===== src/rtl/band_pkg.sv =====
// Shared definitions for the band tracker, the downstream comparator and their benches.
//   BAND_W     : default sample/band width
//   state_e    : window-accumulation state (EMPTY = no sample yet, ACCUM = partial window)
//   SAMPLE_MAX : all-ones at BAND_W (running-minimum seed)
//   SAMPLE_MIN : zero at BAND_W (running-maximum seed)
package band_pkg;

    localparam int BAND_W = 8;

    typedef enum logic {
        EMPTY = 1'b0,
        ACCUM = 1'b1
    } state_e;

    localparam logic [BAND_W-1:0] SAMPLE_MAX = {BAND_W{1'b1}};
    localparam logic [BAND_W-1:0] SAMPLE_MIN = {BAND_W{1'b0}};

endpackage


===== src/rtl/band_minmax_update.sv =====
// Combinational running max/min update for one unsigned sample.
//   run_max, run_min : current extremes of the window
//   sample           : new unsigned sample
//   first            : sample is the first of its window; it seeds both extremes
//   next_max/next_min: updated extremes (ties leave the extreme unchanged)
module band_minmax_update #(
    parameter int W = 8
) (
    input  logic [W-1:0] run_max,
    input  logic [W-1:0] run_min,
    input  logic [W-1:0] sample,
    input  logic         first,
    output logic [W-1:0] next_max,
    output logic [W-1:0] next_min
);

    always_comb begin
        next_max = run_max;
        next_min = run_min;
        if (first) begin
            next_max = sample;
            next_min = sample;
        end else begin
            if (sample > run_max) next_max = sample;
            if (sample < run_min) next_min = sample;
        end
    end

endmodule


===== src/rtl/band_window_tracker.sv =====
// Tracks running max/min of unsigned samples over windows of WINDOW accepted
// samples and publishes a registered (amax, amin) pair with a one-cycle strobe.
//   clk, rst   : clock and synchronous active-high reset
//   clear      : aborts the current window, keeps the published band
//   in_valid   : sample qualifier; in_data is the unsigned sample
//   in_ready   : high when a valid sample would be accepted (!rst && !clear)
//   amax, amin : published window extremes (amax >= amin once band_seen)
//   band_valid : one-cycle strobe when amax/amin take new values
//   band_seen  : sticky, set by the first publish after reset
//   count      : samples accepted in the current window
module band_window_tracker #(
    parameter int W      = 8,
    parameter int WINDOW = 16,
    parameter int CW     = 16
) (
    input  logic          clk,
    input  logic          rst,
    input  logic          clear,
    input  logic          in_valid,
    input  logic [W-1:0]  in_data,
    output logic          in_ready,
    output logic [W-1:0]  amax,
    output logic [W-1:0]  amin,
    output logic          band_valid,
    output logic          band_seen,
    output logic [CW-1:0] count
);
    import band_pkg::*;

    state_e        state_q, state_d;
    logic [CW-1:0] count_q, count_d;
    logic [W-1:0]  run_max_q, run_max_d;
    logic [W-1:0]  run_min_q, run_min_d;
    logic [W-1:0]  amax_q, amax_d;
    logic [W-1:0]  amin_q, amin_d;
    logic          band_valid_q, band_valid_d;
    logic          band_seen_q, band_seen_d;

    logic          accept;
    logic          first;
    logic [CW-1:0] count_inc;
    logic [W-1:0]  next_max, next_min;

    assign in_ready = !rst && !clear;
    assign accept   = in_valid && in_ready;
    assign first    = (state_q == EMPTY);
    // The first sample of a window starts the count at 1 regardless of count_q.
    assign count_inc = first ? CW'(1) : count_q + CW'(1);

    band_minmax_update #(.W(W)) u_minmax (
        .run_max  (run_max_q),
        .run_min  (run_min_q),
        .sample   (in_data),
        .first    (first),
        .next_max (next_max),
        .next_min (next_min)
    );

    always_comb begin
        state_d      = state_q;
        count_d      = count_q;
        run_max_d    = run_max_q;
        run_min_d    = run_min_q;
        amax_d       = amax_q;
        amin_d       = amin_q;
        band_valid_d = 1'b0;
        band_seen_d  = band_seen_q;

        if (clear) begin
            state_d   = EMPTY;
            count_d   = '0;
            run_max_d = '0;
            run_min_d = '1;
        end else if (accept) begin
            if (count_inc == CW'(WINDOW)) begin
                // Window complete: publish extremes including this sample and
                // re-seed so the next accepted sample starts a fresh window.
                amax_d       = next_max;
                amin_d       = next_min;
                band_valid_d = 1'b1;
                band_seen_d  = 1'b1;
                count_d      = '0;
                run_max_d    = '0;
                run_min_d    = '1;
                state_d      = EMPTY;
            end else begin
                run_max_d = next_max;
                run_min_d = next_min;
                count_d   = count_inc;
                state_d   = ACCUM;
            end
        end
    end

    always_ff @(posedge clk) begin
        if (rst) begin
            state_q      <= EMPTY;
            count_q      <= '0;
            run_max_q    <= '0;
            run_min_q    <= '1;
            amax_q       <= '0;
            amin_q       <= '0;
            band_valid_q <= 1'b0;
            band_seen_q  <= 1'b0;
        end else begin
            state_q      <= state_d;
            count_q      <= count_d;
            run_max_q    <= run_max_d;
            run_min_q    <= run_min_d;
            amax_q       <= amax_d;
            amin_q       <= amin_d;
            band_valid_q <= band_valid_d;
            band_seen_q  <= band_seen_d;
        end
    end

    assign amax       = amax_q;
    assign amin       = amin_q;
    assign band_valid = band_valid_q;
    assign band_seen  = band_seen_q;
    assign count      = count_q;

endmodule


===== config.mk =====
export PLATFORM = sky130hd
export DESIGN_NAME = band_window_tracker
export DESIGN_NICKNAME = d
export VERILOG_FILES = /design/src/rtl/band_pkg.sv /design/src/rtl/band_minmax_update.sv /design/src/rtl/band_window_tracker.sv
export SDC_FILE = /design/constraint.sdc
export NUM_CORES = 1
export LEC_CHECK = 0
export ABC_AREA = 1
export CORE_UTILIZATION = 55
export CTS_CLUSTER_SIZE = 20
export DETAILED_ROUTE_END_ITERATION = 10
export GPL_TIMING_DRIVEN = 0
export MAX_ROUTING_LAYER = met4
export PLACE_DENSITY = 0.81
export SLEW_MARGIN = 25
export SYNTH_ARGS = -nofsm -noshare
export SYNTH_HDL_FRONTEND = slang
export SYNTH_SLANG_ARGS = --single-unit

===== constraint.sdc =====
create_clock -name clk -period 3.05 [get_ports clk]
set_clock_uncertainty 0.15 [all_clocks]
set_input_delay 0.61 -clock clk [delete_from_list [all_inputs] [get_ports clk]]
set_output_delay 0.61 -clock clk [all_outputs]
set_load 0.01 [all_outputs]

==> flow_summary.yaml, run 1 <==
cts:
  clock_latency_ps: 310
  cts_tree: "built"
  cts.sink_count: 51
  postCtsSetupBuffers: 0
  ctsHtreeMaxLevel: 2
  clockBufferDepth: 2
  cts_made_buffers: 5
  clk_pin_slew_worst_paths_ps: 100
  cts_root_buffer: "clkbuf_8"
drt:
  wire_per_inst_um: 13.3
  vias: 3463
  detail-route-antenna-nets: 0
  routed_wl_um: 8560
  initialDrtViolationCount: 251
  firstDrtPassIters: 7
  wl_met2_um: 3830
  wl_met3_um: 504
  met1_length_um: 4160
  via_per_inst: 5.38
  drc_errors: 0
  top_layer_used: "met4"
logic_synthesis:
  synth_area_leaders: "dfxtp_1, nand2_1, nand3_1"
  ys_ff_latch: 51
  syn_area_sq_um: 3270
  ys.flop_type: "dfxtp_1"
  synth_top_area_share_pct: 31.2
  synth_cells: 518
  ys_warn_count: 0
  syn-num-nets: 546
  async_flop_share_pct: 0
  synth.avg_cell_area_sq_um: 6.31
  synth_top_area_cell: "dfxtp_1"
  synth_edf_count: 0
  ys_seq_area_share_pct: 31.2
  synth.distinct_cells: 28
setup_path:
  crit_path_max_fanout: 10
  crit_type: "in2out"
  crit_path_end_kind: "output port"
  cp.required_ps: 2290
  cp_data_arrival_time_ps: 2110
  worst_setup_path_start_kind: "input pin"
  ff2ff_path_depth: 15
cells_and_area:
  drive_gt1_share_pct: 7.87
  synthToLayoutAreaGrowth_pct: 20.6
  antenna_cells: 0
  nNetsFinal: 599
timing:
  drv_slew: 0
  finalSetupTns_ps: 0
  setup_ws_ps: 176
  min_period_ps: 2870
  min_period_over_period_pct: 94.2
  fmax_ghz: 0.348
  worstMarginPinSlew_ps: 568
  timing_hold_violations_final: 0
  rsz0062_at_grt: "no"
  slew_headroom_pct: 62.1
  setup_viol: 0
global_route:
  antenna_found_initial: 0
  grt_pass1_wl_um: 14300
  grt_pass1_vias: 2992
  grt_max_degree: 18
  grtUsageTotal_pct: 29.4
  overflow: 0
power_and_ir_drop:
  power.density_nw_per_um2: 336
  total_power_mw: 1.32
  leakage_nw: 1.78
  vdd_ir_drop_max_uv: 210
outcome:
  status: "completed"
placement:
  hpwlAfterDp_um: 6500
  io_buffers: 46
  place.gp.congestion: 0.940
  pre_cts_slack_ps: -177
min_path:
  hold_depth: 2
  worst_hold_path_type: "reg2reg"
floorplanning:
  coreArea_sq_um: 5610
  rows: 27
  io_pins: 47
  die_y_um: 79.1
  start_util_pct: 58.3
  fp.dieArea_sq_um: 6250
  die_w_um: 79.1
run:
  drv_cap: 0
==> synthesized netlist by cell type (all sizes together), types with 2 or more instances <==
library cell	count
buf	9
ha	16
o21ai	6
inv	49
clkbuf	13
o21a	2
a21oi	30
or2	2
nand4	15
nor2	65
nand2	169
dfxtp	51
nand3	86
==> routing by layer <==
layer	track usage (%)	up-vias
met4	5.27	0
li1	-	1781
met2	44.2	119
met3	3.22	8
met1	42.8	1555
met5	-	-
==> metrics by stage <==
stage / area (sq um) / util [%] / hold slack (ps) / cells
floorplan: 3270 / - / 292 / 518
global placement: 3820 / 68.1 / 301 / 636
detailed placement: 3820 / 68.1 / 314 / 636
CTS: 3930 / 70.1 / 342 / 644
global route: 3940 / 70.3 / 357 / 644
finish: 3940 / 70.3 / 340 / 644
==> worst paths after layout <==
| check | from | to | slack [ps] |
|---|---|---|---|
| worst max register to register | count[0] | amin[7] | 560 |
| worst max-delay path | rst | in_ready | 180 |
| worst min register to register | amin[3] | amin[3] | 340 |
| worst min-delay path | amin[3] | amin[3] | 340 |
==> layout make-up <==
| cell class | count | area [sq um] |
|---|---|---|
| well taps | 72 | 90.1 |
| multi-input cells | 395 | 1960 |
| clock inverters | 3 | 46.3 |
| clock buffers | 5 | 68.8 |
| inverters | 50 | 189 |
| flip-flops and latches | 51 | 1020 |
| plain buffers | 22 | 109 |
| fillers | 517 | 1670 |
| repair buffers | 46 | 460 |
==> critical path, stage by stage <==
cell and delay [ps]:
clkdlybuf4s50_1 440, nor2_1 200, clkbuf_2 280, clkdlybuf4s50_1 580
==> cell usage in the layout (no fill, tap or decap), drive strengths merged, types with 2 or more instances in the layout <==
cell type and n:
a21oi 30, nand3 86, dfxtp 51, buf 9, nand2 169, inv 50, o21a 2, nor2 65
nand4 15, or2 2, ha 16, clkdlybuf4s50 46, clkbuf 18, o21ai 6
==> flip-flops by register name (all words and copies together), names as in the netlist <==
name / count
amin: 8
amax: 8
run_min_q: 8
run_max_q: 8
count: 16
band_valid: 1
state_q: 1
band_seen: 1
==> logic make-up (layout without fill, tap and decap cells) <==
| family | after synthesis | after routing | share of synthesized area, % |
|---|---|---|---|
| compound gates | 40 | 40 | 6.43 |
| fa+ha+maj | 16 | 16 | 6.13 |
| buf+inv | 72 | 126 | 9.00 |
| flops | 51 | 51 | 31.2 |
| simple gates | 339 | 339 | 47.2 |
==> where the power goes <==
group          leakage (nW)  internal [mW]  switching, mW
sequential            0.412          0.670        0.00475
clock                0.0548          0.248          0.249
combinational          1.31         0.0512          0.100
total                  1.78          0.969          0.354
==> repair_timing <==
item                       CTS  global route
hold buffers                 0             0
setup endpoints to repair    0            11
gates resized for setup      0             7
(Power assumes the default switching activity.)
==> run 2: changes to the inputs <==
CAP_MARGIN = 0   (was default)
GPL_ROUTABILITY_DRIVEN = 0   (was default)
==> run 2 against run 1 <==
Compared with the run above: sequential cell count is the same; via count grew 2.9%; largest cell class unchanged; highest routed layer unchanged; largest power group unchanged; critical path type unchanged; die area is the same.
==> flow_summary.yaml, run 2 (synthesis gave the netlist of run 1 again) <==
floorplanning:
  coreArea_sq_um: 5610
  start_util_pct: 58.3
  rows: 27
  die_w_um: 79.1
  io_pins: 47
  fp.dieArea_sq_um: 6250
  die_y_um: 79.1
timing:
  finalSetupTns_ps: 0
  drv_slew: 0
  setup_viol: 0
  timing_hold_violations_final: 0
  slew_headroom_pct: 64.2
  worstMarginPinSlew_ps: 536
  rsz0062_at_grt: "no"
  fmax_ghz: 0.342
  min_period_over_period_pct: 95.9
  min_period_ps: 2920
cts:
  ctsHoldBuffers: 0
  clk_pin_slew_worst_paths_ps: 90
  postCtsSetupBuffers: 0
  ctsHtreeMaxLevel: 2
  clock_latency_ps: 300
  cts.sink_count: 51
  cts_resized: 1
  clockBufferDepth: 2
  cts_tree: "built"
  cts_made_buffers: 5
  cts_root_buffer: "clkbuf_8"
power_and_ir_drop:
  total_power_mw: 1.34
  vdd_ir_drop_max_uv: 261
  seqPwrFrac_pct: 50.6
  p_sw_uw: 344
  clockPowerShare_pct: 38.0
  switching_share_pct: 25.7
  power.density_nw_per_um2: 339
  leakage_nw: 1.78
  p_int_uw: 992
  combPwrFrac_pct: 11.4
drt:
  met1_length_um: 4000
  initialDrtViolationCount: 340
  top_layer_used: "met4"
  drc_errors: 0
  vias: 3565
  detail-route-antenna-nets: 0
  wl_met2_um: 3860
  firstDrtPassIters: 7
  routed_wl_um: 8580
  wire_per_inst_um: 13.3
  wl_met3_um: 654
  via_per_inst: 5.54
setup_path:
  r2r_slack_ps: 570
  cp.required_ps: 2290
  cpPeakStageDelay_ps: 580
  crit_path_end_kind: "output port"
  crit_path_max_fanout: 10
  cp_data_arrival_time_ps: 2160
  cp_common_cell: "clkdlybuf4s50_1"
  worst_setup_path_start_kind: "input pin"
  crit_family: "buffers and inverters"
  crit_buf_inv: 3
  worst_path_max_delay_cell: "clkdlybuf4s50_1"
  cp_cell_sequence: "clkdlybuf4s50_1 > nor2_1 > clkbuf_2 > clkdlybuf4s50_1"
  crit_type: "in2out"
cells_and_area:
  largest_register_ffs: 16
  drive_gt1_share_pct: 7.36
  n_fill_cell: 521
  nNetsFinal: 598
  final_common_cell: "nand2_1"
  antenna_cells: 0
  synthToLayoutAreaGrowth_pct: 20.5
  most-common-layout-cells: "nand2_1, nand3_1, dfxtp_1, nor2_1, inv_1"
placement:
  io_buffers: 46
  hpwlAfterDp_um: 6510
global_route:
  grt_pass1_wl_um: 14400
  overflow: 0
  grtUsageTotal_pct: 29.8
  grt_pass1_vias: 3117
  grt_max_degree: 17
  antenna_found_initial: 0
min_path:
  worst_hold_path_type: "reg2reg"
run:
  drv_cap: 0
outcome:
  status: "completed"
[run 2: cell types whose count changed in the layout (fill, tap and decap cells not counted), sizes merged]
cell / change
clkinvlp: -1
[run 2: area by class of cell]
type / instances / area, sq um / share of cell area, %
buffer: 21 / 103 / 2.61
sequential: 51 / 1020 / 25.9
multi-input combinational: 395 / 1950 / 49.6
clock inverter: 2 / 38.8 / 0.985
inverter: 50 / 189 / 4.80
timing repair buffer: 46 / 460 / 11.7
tap: 72 / 90.1 / 2.29
clock buffer: 6 / 82.6 / 2.10
[run 2: worst paths after layout]
path | from | endpoint | cells past startpoint
setup / recovery | rst | in_ready | 4
hold / removal | amin[4] | amin[4] | 2
setup reg to reg | count[0] | amax[7] | 13
hold reg to reg | amin[4] | amin[4] | 2
[run 2: through the flow]
stage / worst slack, ps / instance area [sq um] / std cells / utilization (%) / hold slack [ps]
2_1_floorplan: 726 / 3270 / 518 / - / 292
3_5_place_dp: -192 / 3820 / 636 / 68.1 / 314
4_1_cts: 117 / 3940 / 644 / 70.3 / 341
3_3_place_gp: -177 / 3820 / 636 / 68.1 / 301
5_1_grt: 54.1 / 3940 / 643 / 70.2 / 353
6_report: 126 / 3940 / 643 / 70.2 / 338
[run 2: per-layer routing]
metal / up-vias / track usage (%)
met5: - / -
met4: 0 / 7.09
met3: 10 / 5.06
met2: 148 / 46.6
met1: 1633 / 40.2
li1: 1774 / -
[run 2: worst reg2reg max path: cells and delay by family (launching register included)]
kind                     cells  cell delay [ps]
flip-flops                   1              420
buffers and inverters        1              240
adder cells (fa/ha/maj)      1              210
AND/OR/NAND/NOR             11             1390
[run 2: power groups by stage]
| stage | Clock [mW] | Combinational (mW) | Sequential (mW) |
|---|---|---|---|
| after detailed placement | 0 | 0.149 | 0.690 |
| final | 0.508 | 0.153 | 0.675 |
| after global placement | 0 | 0.144 | 0.690 |
| after CTS | 0.519 | 0.150 | 0.675 |
| after global routing | 0.545 | 0.170 | 0.676 |
| after floorplan | 0 | 0.0941 | 0.689 |
